==> src/rtl/mux5_pkg.sv <==
// Shared definitions for the 5-source round-robin arbiter.
// Contents:
//   NUM_SRC        number of requesters (u, v, w, x, y)
//   SEL_U..SEL_Y   mux select encodings
//   state_e        arbiter FSM states
//   rr_next()      round-robin winner: first set req bit scanning up (mod 5) from ptr+1
package mux5_pkg;

    localparam int unsigned NUM_SRC = 5;

    localparam logic [2:0] SEL_U = 3'd0;
    localparam logic [2:0] SEL_V = 3'd1;
    localparam logic [2:0] SEL_W = 3'd2;
    localparam logic [2:0] SEL_X = 3'd3;
    localparam logic [2:0] SEL_Y = 3'd4;

    typedef enum logic {
        ST_IDLE  = 1'b0,
        ST_GRANT = 1'b1
    } state_e;

    // The source at ptr is examined last, so the previous owner has the lowest
    // priority. Returns ptr unchanged when req is all zero.
    function automatic logic [2:0] rr_next(input logic [2:0] ptr, input logic [4:0] req);
        logic [2:0] idx;
        logic [2:0] result;
        logic       found;
        idx    = ptr;
        result = ptr;
        found  = 1'b0;
        for (int i = 0; i < NUM_SRC; i++) begin
            idx = (idx >= SEL_Y) ? SEL_U : idx + 3'd1;
            if (!found && req[idx]) begin
                result = idx;
                found  = 1'b1;
            end
        end
        return result;
    endfunction

endpackage

==> src/rtl/rr_pick5.sv <==
// Combinational rotating priority encoder for five requesters.
// Ports:
//   ptr_i      index of the previous winner (lowest priority this round)
//   req_i      request vector, bit0=u .. bit4=y
//   winner_o   index of the next winner (valid when any_req_o is set)
//   any_req_o  at least one request is pending
module rr_pick5
    import mux5_pkg::*;
(
    input  logic [2:0] ptr_i,
    input  logic [4:0] req_i,
    output logic [2:0] winner_o,
    output logic       any_req_o
);

    always_comb begin
        winner_o  = rr_next(ptr_i, req_i);
        any_req_o = |req_i;
    end

endmodule

==> src/rtl/mux5_rr_arbiter.sv <==
// Round-robin arbiter/sequencer for a 5-to-1 select mux. Grants one source at a
// time, drives the mux select and a one-hot grant, and bounds each grant to
// MAX_HOLD accepted beats under a valid/ready handshake.
// Ports:
//   clk        system clock, rising edge
//   rst_n      asynchronous active-low reset
//   req        per-source request, bit0=u .. bit4=y
//   last       per-source end-of-burst marker, used only on an accepted beat of the owner
//   out_ready  downstream accepts the current mux output
//   sel        mux select (registered), 0=u .. 4=y
//   grant      one-hot grant (registered), zero when idle
//   out_valid  busy & req of the owner (combinational from req)
//   busy       a grant is active (registered)
module mux5_rr_arbiter
    import mux5_pkg::*;
#(
    parameter int unsigned DATA_WIDTH = 8,
    parameter int unsigned MAX_HOLD   = 4
) (
    input  logic       clk,
    input  logic       rst_n,
    input  logic [4:0] req,
    input  logic [4:0] last,
    input  logic       out_ready,
    output logic [2:0] sel,
    output logic [4:0] grant,
    output logic       out_valid,
    output logic       busy
);

    // DATA_WIDTH only documents the mux this block sits beside; reject
    // nonsensical integrations at elaboration.
    if (DATA_WIDTH < 1) begin : g_bad_width
        $error("mux5_rr_arbiter: DATA_WIDTH must be at least 1");
    end
    if (MAX_HOLD < 1 || MAX_HOLD > 15) begin : g_bad_hold
        $error("mux5_rr_arbiter: MAX_HOLD must be in 1..15");
    end

    localparam logic [3:0] HoldLast = 4'(MAX_HOLD - 1);

    state_e     state_q, state_d;
    logic [2:0] sel_q, sel_d;
    logic [4:0] grant_q, grant_d;
    logic [2:0] ptr_q, ptr_d;
    logic [3:0] beat_cnt_q, beat_cnt_d;

    logic [2:0] winner;
    logic       any_req;
    logic       owner_req;
    logic       owner_last;
    logic       beat;
    logic       release_grant;

    // ptr_q always tracks the last winner, so it doubles as the round-robin pointer
    // both in IDLE and at the moment a grant is released.
    rr_pick5 u_pick (
        .ptr_i     (ptr_q),
        .req_i     (req),
        .winner_o  (winner),
        .any_req_o (any_req)
    );

    always_comb begin
        busy       = (state_q == ST_GRANT);
        owner_req  = |(grant_q & req);
        owner_last = |(grant_q & last);
        out_valid  = busy & owner_req;
        beat       = out_valid & out_ready;
        // A withdrawn request can never coincide with a beat, since out_valid is low.
        release_grant = busy & ((beat & (owner_last | (beat_cnt_q == HoldLast))) | ~owner_req);
    end

    always_comb begin
        state_d    = state_q;
        sel_d      = sel_q;
        grant_d    = grant_q;
        ptr_d      = ptr_q;
        beat_cnt_d = beat_cnt_q;

        unique case (state_q)
            ST_IDLE: begin
                if (any_req) begin
                    state_d    = ST_GRANT;
                    sel_d      = winner;
                    grant_d    = 5'b00001 << winner;
                    ptr_d      = winner;
                    beat_cnt_d = 4'd0;
                end
            end
            ST_GRANT: begin
                if (release_grant) begin
                    beat_cnt_d = 4'd0;
                    if (any_req) begin
                        // Back-to-back handoff; the releasing source is scanned last.
                        sel_d   = winner;
                        grant_d = 5'b00001 << winner;
                        ptr_d   = winner;
                    end else begin
                        // sel keeps its last value while idle.
                        state_d = ST_IDLE;
                        grant_d = 5'b00000;
                    end
                end else if (beat && (beat_cnt_q < HoldLast)) begin
                    beat_cnt_d = beat_cnt_q + 4'd1;
                end
            end
            default: begin
                state_d = ST_IDLE;
                grant_d = 5'b00000;
            end
        endcase
    end

    always_ff @(posedge clk or negedge rst_n) begin
        if (!rst_n) begin
            state_q    <= ST_IDLE;
            sel_q      <= SEL_U;
            grant_q    <= 5'b00000;
            ptr_q      <= SEL_Y;
            beat_cnt_q <= 4'd0;
        end else begin
            state_q    <= state_d;
            sel_q      <= sel_d;
            grant_q    <= grant_d;
            ptr_q      <= ptr_d;
            beat_cnt_q <= beat_cnt_d;
        end
    end

    assign sel   = sel_q;
    assign grant = grant_q;

endmodule
==> config.mk <==
export PLATFORM = sky130hd
export DESIGN_NAME = mux5_rr_arbiter
export DESIGN_NICKNAME = d
export VERILOG_FILES = /design/src/rtl/mux5_pkg.sv /design/src/rtl/rr_pick5.sv /design/src/rtl/mux5_rr_arbiter.sv
export SDC_FILE = /design/constraint.sdc
export NUM_CORES = 1
export LEC_CHECK = 0
export BUFFER_PORTS_ARGS = -buffer_cell sky130_fd_sc_hd__buf_4
export CAP_MARGIN = 20
export CORE_UTILIZATION = 30
export DETAILED_ROUTE_END_ITERATION = 8
export PLACE_DENSITY_LB_ADDON = 0.25
export SLEW_MARGIN = 30
export SYNTH_ARGS = -nofsm -noshare
export SYNTH_HDL_FRONTEND = slang
export SYNTH_HIERARCHICAL = 1
export SYNTH_SLANG_ARGS = --single-unit
==> constraint.sdc <==
create_clock -name clk -period 5.9 [get_ports clk]
set_clock_uncertainty 0.15 [all_clocks]
set_input_delay 0.59 -clock clk [delete_from_list [all_inputs] [get_ports clk]]
set_output_delay 0.59 -clock clk [all_outputs]
set_load 0.02 [all_outputs]
==> Yosys cells after proc, flatten, opt, wreduce, memory -nomap -nowiden <==
Index checks and enable logic that the tools add are counted.
{ "totals": {"mem_count": 0, "output_inout_bits": 10, "latch_bits": 0, "register_bits": 16, "ramBits": 0, "word_cells": 92, "mem_bits_ro": 0} }
{ "classes": {"bitwise_logic": 10, "reduce_logical": 14, "n_div": 0, "magnitude_cmp": 11, "n_eq_ne": 4, "mux": 41, "n_addsub": 6, "n_mul": 0, "shift": 1} }
{ "ops": {"columns": ["cell", "n"], "rows": [
  ["$mux W3", 14],
  ["$lt A3 B4 Y1 const B", 5],
  ["$add A3 B1 Y3 const B", 5],
  ["$bmux W1 S3", 5],
  ["$ge A3 B3 Y1 const B", 5],
  ["$mux W5", 3],
  ["$reduce_or A5 Y1", 3],
  ["$mux W4", 3],
  ["$pmux W3 S2", 2],
  ["$mux W1", 11],
  ["$and A5 B5 Y5", 2],
  ["$pmux W5 S2", 1],
  ["$pmux W4 S2", 1],
  ["$logic_and A1 B1 Y1", 5],
  ["$shl A1 B3 Y5 const A", 1],
  ["$add A4 B1 Y4 const B", 1],
  ["$and A1 B1 Y1", 4],
  ["$eq A4 B2 Y1 const B", 1],
  ["$logic_not A1 Y1", 4],
  ["$lt A4 B2 Y1 const B", 1],
  ["$reduce_and A2 Y1", 2],
  ["$ne A3 B1 Y1 const B", 1],
  ["$ne A2 B1 Y1 const B", 1],
  ["$ne A2 B2 Y1 const B", 1],
  ["3 further kinds", 5]
]} }

==> Depth between registers and ports, before layout <==
{ "depth": {"ltp_word": 21, "ltp_mapped": 19, "ltp_nobuf": 17} }

==> Modules after synthesis <==
Netlist, hierarchy kept.
{ "by_module_without_submodules": {"columns": ["mod", "area_per_inst_um2", "n_inst", "cells_per_inst", "seq_area_each_um2"], "rows": [
  ["rr_pick5", 873.3, 1, 119, 0.0],
  ["mux5_rr_arbiter", 701.9, 1, 62, 351.6]
]} }

==> Worst setup path before layout <==
Ideal clock, no wire load.
{ "synth_path": {"kind": "register to register", "startpoint": "reg ptr_q[0]", "endpoint": "reg grant_q[1] (netlist: grant[1])", "stages_incl_launch_ff": 18, "required_ns": 5.666, "t_arrival_ns": 3.853, "setup_ns": 0.084, "path_slack_ns": 1.813, "synth_period_minus_slack_ns": 4.087, "path_buffers": 1, "cell_sequence": "dfrtp_1 > buf_6 > inv_1 > ha_1 > nor2b_1 > ha_1 > or2b_4 > o21ai_4 > inv_1 > ha_1 > a21o_1 > o21ai_1 > a221o_1 > nor4_4 > nand3_2 > o221ai_2 > or3b_2 > o22ai_1"} }
{ "synth_via": {"elab_chain_cells": 21, "elab_cells_between_ends": 47, "classes_between": "5 x add/sub; 5 x order compare; 1 x shift; 28 x mux; 8 x reduce/logical"} }
{ "synth_rtl": {"columns": ["item", "line", "text"], "rows": [
  ["start: declaration", "mux5_rr_arbiter.sv:45", "logic [2:0] ptr_q, ptr_d;"],
  ["start signal: assignment", "mux5_rr_arbiter.sv:126", "ptr_q <= ptr_d;"],
  ["branches (longest 16 deep; another with $add A3 B1 Y3)", null, null],
  ["$mux W3 (*)", "mux5_pkg.sv:33", "if (!found && req[idx]) begin"],
  ["via winner[0]", "mux5_rr_arbiter.sv:48", "logic [2:0] winner;"],
  ["$shl A1 B3 Y5 (*)", "mux5_rr_arbiter.sv:86, mux5_rr_arbiter.sv:97", null],
  ["$mux W5", "mux5_rr_arbiter.sv:94", "if (any_req) begin"],
  ["$mux W5", "mux5_rr_arbiter.sv:92", "if (release_grant) begin"],
  ["$pmux W5 S2 (*)", "mux5_rr_arbiter.sv:81", "unique case (state_q)"],
  ["end signal: assignment", "mux5_rr_arbiter.sv:125", "grant_q <= grant_d;"],
  ["end: declaration", "mux5_rr_arbiter.sv:44", "logic [4:0] grant_q, grant_d;"]
]} }
Mark *: on every way through the listed nets, which the timed path passes. The select of a mux whose other input is x is not followed.
A chain may end at the register's enable or synchronous reset.

==> Final worst setup path <==
Same ends and word-level chain as after synthesis.

==> qor.yml <==
route:
  drt_pre_antenna_iters: 4
  first_iter_violations: 102
  viasPerCell: 5.51
  antenna_left: 0
  vias: 1472
  wl_um: 4100
  wl_per_cell_um: 15.4
  drc: 0
clock_network:
  clkSlewWorstSetupHoldPaths_ns: 0.06
  clockBufferDepth: 2
  root_buffer: "clkbuf_8"
  cts_tree: "done"
  cts_inserted_buffers: 3
  cts.sinks: 14
  clk_latency_ns: 0.24
  h-tree-depth: 1
  post_cts_buffers: 0
  ctsResizeCount: 0
  holdBufCountCts: 0
worst_setup_path:
  crit_type: "reg -> reg"
  reg2reg_to: "grant[1]$_DFFE_PN0P_"
  startpoint_type: "flop"
  r2r_start: "ptr_q[0]$_DFFE_PN0P_"
  crit_path_end_kind: "flop"
  critPathRequiredTime_ns: 5.91
  crit_arrival_ns: 4.74
  crit_path_max_fanout: 16
  r2r_slack_ns: 1.17
  rr_worst_depth: 16
timing:
  finalCriticalPeriod_ns: 4.73
  worst_pin_slew_ns: 0.547
  finalSetupViolations: 0
  max_freq_mhz: 211
  rsz0062_at_grt: "no"
  post-route-period-util_pct: 80.2
  finalSetupTns_ns: 0
  slew_headroom_pct: 63.5
  maxSlewViolCount: 0
  hold_violations: 0
  holdWs_ns: 0.0321
die:
  die_h_um: 74.5
  die_area_sq_mm: 0.00554
  core.rowCount: 26
  start_util_pct: 31.0
  die_w_um: 74.5
  io_pins: 23
  coreArea_sq_mm: 0.00507
logic_synthesis:
  synth_area_sq_mm: 0.00158
  yosysWarnings: 6
  synthesis.nets: 199
  ys_seq_area_share_pct: 22.3
  async_flop_share_pct: 100
  synth_ff_type: "dfrtp_1"
  synth_area_per_cell_sq_um: 8.70
  synth_cells: 181
  synth_edf_count: 0
  yosys_register_bits: 14
  yosysUniqueCellTypes: 67
finish:
  area_growth_pct: 14.4
  finalInstanceArea_sq_mm: 0.00180
  utilization_pct: 35.5
  fin_nets: 216
  diodes: 0
  drive_above_1_share_pct: 30.5
grt:
  grt_overflow: 0
  track_usage_pct: 16.4
  antenna_found_initial: 0
  grt_pass1_wl_um: 6980
  grt_max_degree: 17
  grt_pass1_vias: 1421
placement:
  io_buffers: 22
  hpwl_um: 3110
  placed_area_sq_mm: 0.00175
  gp_congestion: 0.920
outcome:
  status: "complete, no violations"
flow_run:
  cap_violations: 0
worst_hold_path:
  hold_class: "in -> async"
==> sequential cells by signal, summed over array words and instances, names as in the netlist <==
name and count:
grant 5, busy 1, beat_cnt_q 4, sel 1
ptr_q 3
==> layout by cell type, fill, tap and decap left out, types with 5 or more instances in the layout <==
| cell | instances |
|---|---|
| inv_1 | 14 |
| o22ai_1 | 5 |
| a21oi_1 | 7 |
| o21ai_0 | 5 |
| nor2_1 | 11 |
| nand2_1 | 19 |
| o211ai_1 | 6 |
| buf_4 | 22 |
| ha_1 | 5 |
| dfrtp_1 | 13 |
==> worst max-delay path, cell delays in order (launching register included) <==
cell	delay (ns)
dfrtp_1	0.69
inv_1	0.09
ha_1	0.33
nor2b_1	0.17
ha_1	0.54
or2b_4	0.35
o21ai_4	0.10
inv_1	0.11
ha_1	0.36
a21o_1	0.11
o21ai_1	0.06
a221o_1	0.33
nor4_4	0.23
nand3_2	0.14
o221ai_2	0.28
or3b_2	0.48
o22ai_1	0.14
==> layout make-up <==
| type | count | area (sq um) |
|---|---|---|
| inverter | 14 | 52.6 |
| tap | 70 | 87.6 |
| fill | 548 | 3270 |
| multi-input combinational | 143 | 1090 |
| timing repair buffer | 22 | 165 |
| sequential | 14 | 352 |
| clock buffer | 4 | 55.1 |
==> per-layer routing <==
layer  global-route usage (%)  up-vias  part of all wire (%)
met3                     1.63        4                   6.7
met2                     27.0       51                    45
met4                     4.61        0                   1.2
met1                     22.6      706                    47
met5                        0        -                     0
li1                         -      711                     -
==> cell families after synthesis <==
group,after synthesis,share of synthesized area (%)
multiplexers,7,5.72
AO/OA/AOI/OAI,65,34.0
adder cells (fa/ha/maj),5,3.97
flip-flops,14,22.3
AND/OR/NAND/NOR,66,25.5
buffers and inverters,24,8.50
==> Yosys cell counts (2+ instances only) <==
| cell type | n | area (sq um) |
|---|---|---|
| a21boi_1 | 2 | 15.0 |
| o21ai_1 | 4 | 20.0 |
| nor3_1 | 2 | 10.0 |
| o221ai_2 | 2 | 30.0 |
| nor4_4 | 2 | 42.5 |
| nand3_2 | 2 | 20.0 |
| buf_2 | 2 | 10.0 |
| mux2_4 | 4 | 60.1 |
| buf_6 | 4 | 45.0 |
| o211ai_1 | 6 | 45.0 |
| a221oi_1 | 3 | 26.3 |
| nor2b_1 | 4 | 25.0 |
| a222oi_1 | 2 | 20.0 |
| buf_4 | 3 | 22.5 |
| a21oi_2 | 3 | 26.3 |
| and2_1 | 2 | 12.5 |
| nand3_1 | 3 | 15.0 |
| nand2b_1 | 3 | 18.8 |
| a22oi_1 | 3 | 22.5 |
| nand2_1 | 19 | 71.3 |
| o21ai_0 | 5 | 25.0 |
| a21oi_1 | 7 | 35.0 |
| nor2_1 | 11 | 41.3 |
| mux2i_1 | 3 | 30.0 |
| nor2_2 | 3 | 18.8 |
| o22ai_1 | 5 | 31.3 |
| o32ai_2 | 2 | 32.5 |
| dfrtp_1 | 13 | 325 |
| inv_1 | 14 | 52.6 |
| ha_1 | 5 | 62.6 |
| a21o_1 | 2 | 15.0 |
==> metrics by stage <==
stage,setup WS [ns],cells
finish,1.17,267
global route,0.895,267
CTS,1.19,267
detailed placement,1.21,263
global placement,1.27,263
floorplan,1.81,181
==> how the worst max path moves through the flow <==
| stage | start | to | cells past startpoint |
|---|---|---|---|
| 2_1_floorplan | ptr_q[0]$_DFFE_PN0P_ | grant[1]$_DFFE_PN0P_ | 17 |
| 4_1_cts | ptr_q[0]$_DFFE_PN0P_ | grant[1]$_DFFE_PN0P_ | 16 |
| 5_1_grt | ptr_q[0]$_DFFE_PN0P_ | grant[1]$_DFFE_PN0P_ | 16 |
| 3_3_place_gp | ptr_q[0]$_DFFE_PN0P_ | grant[1]$_DFFE_PN0P_ | 16 |
| 6_report | ptr_q[0]$_DFFE_PN0P_ | grant[1]$_DFFE_PN0P_ | 16 |
| 3_5_place_dp | ptr_q[0]$_DFFE_PN0P_ | grant[1]$_DFFE_PN0P_ | 16 |
Power is not shown: default switching activity piles up to over one toggle a cycle in this logic, so the estimate is an artifact.
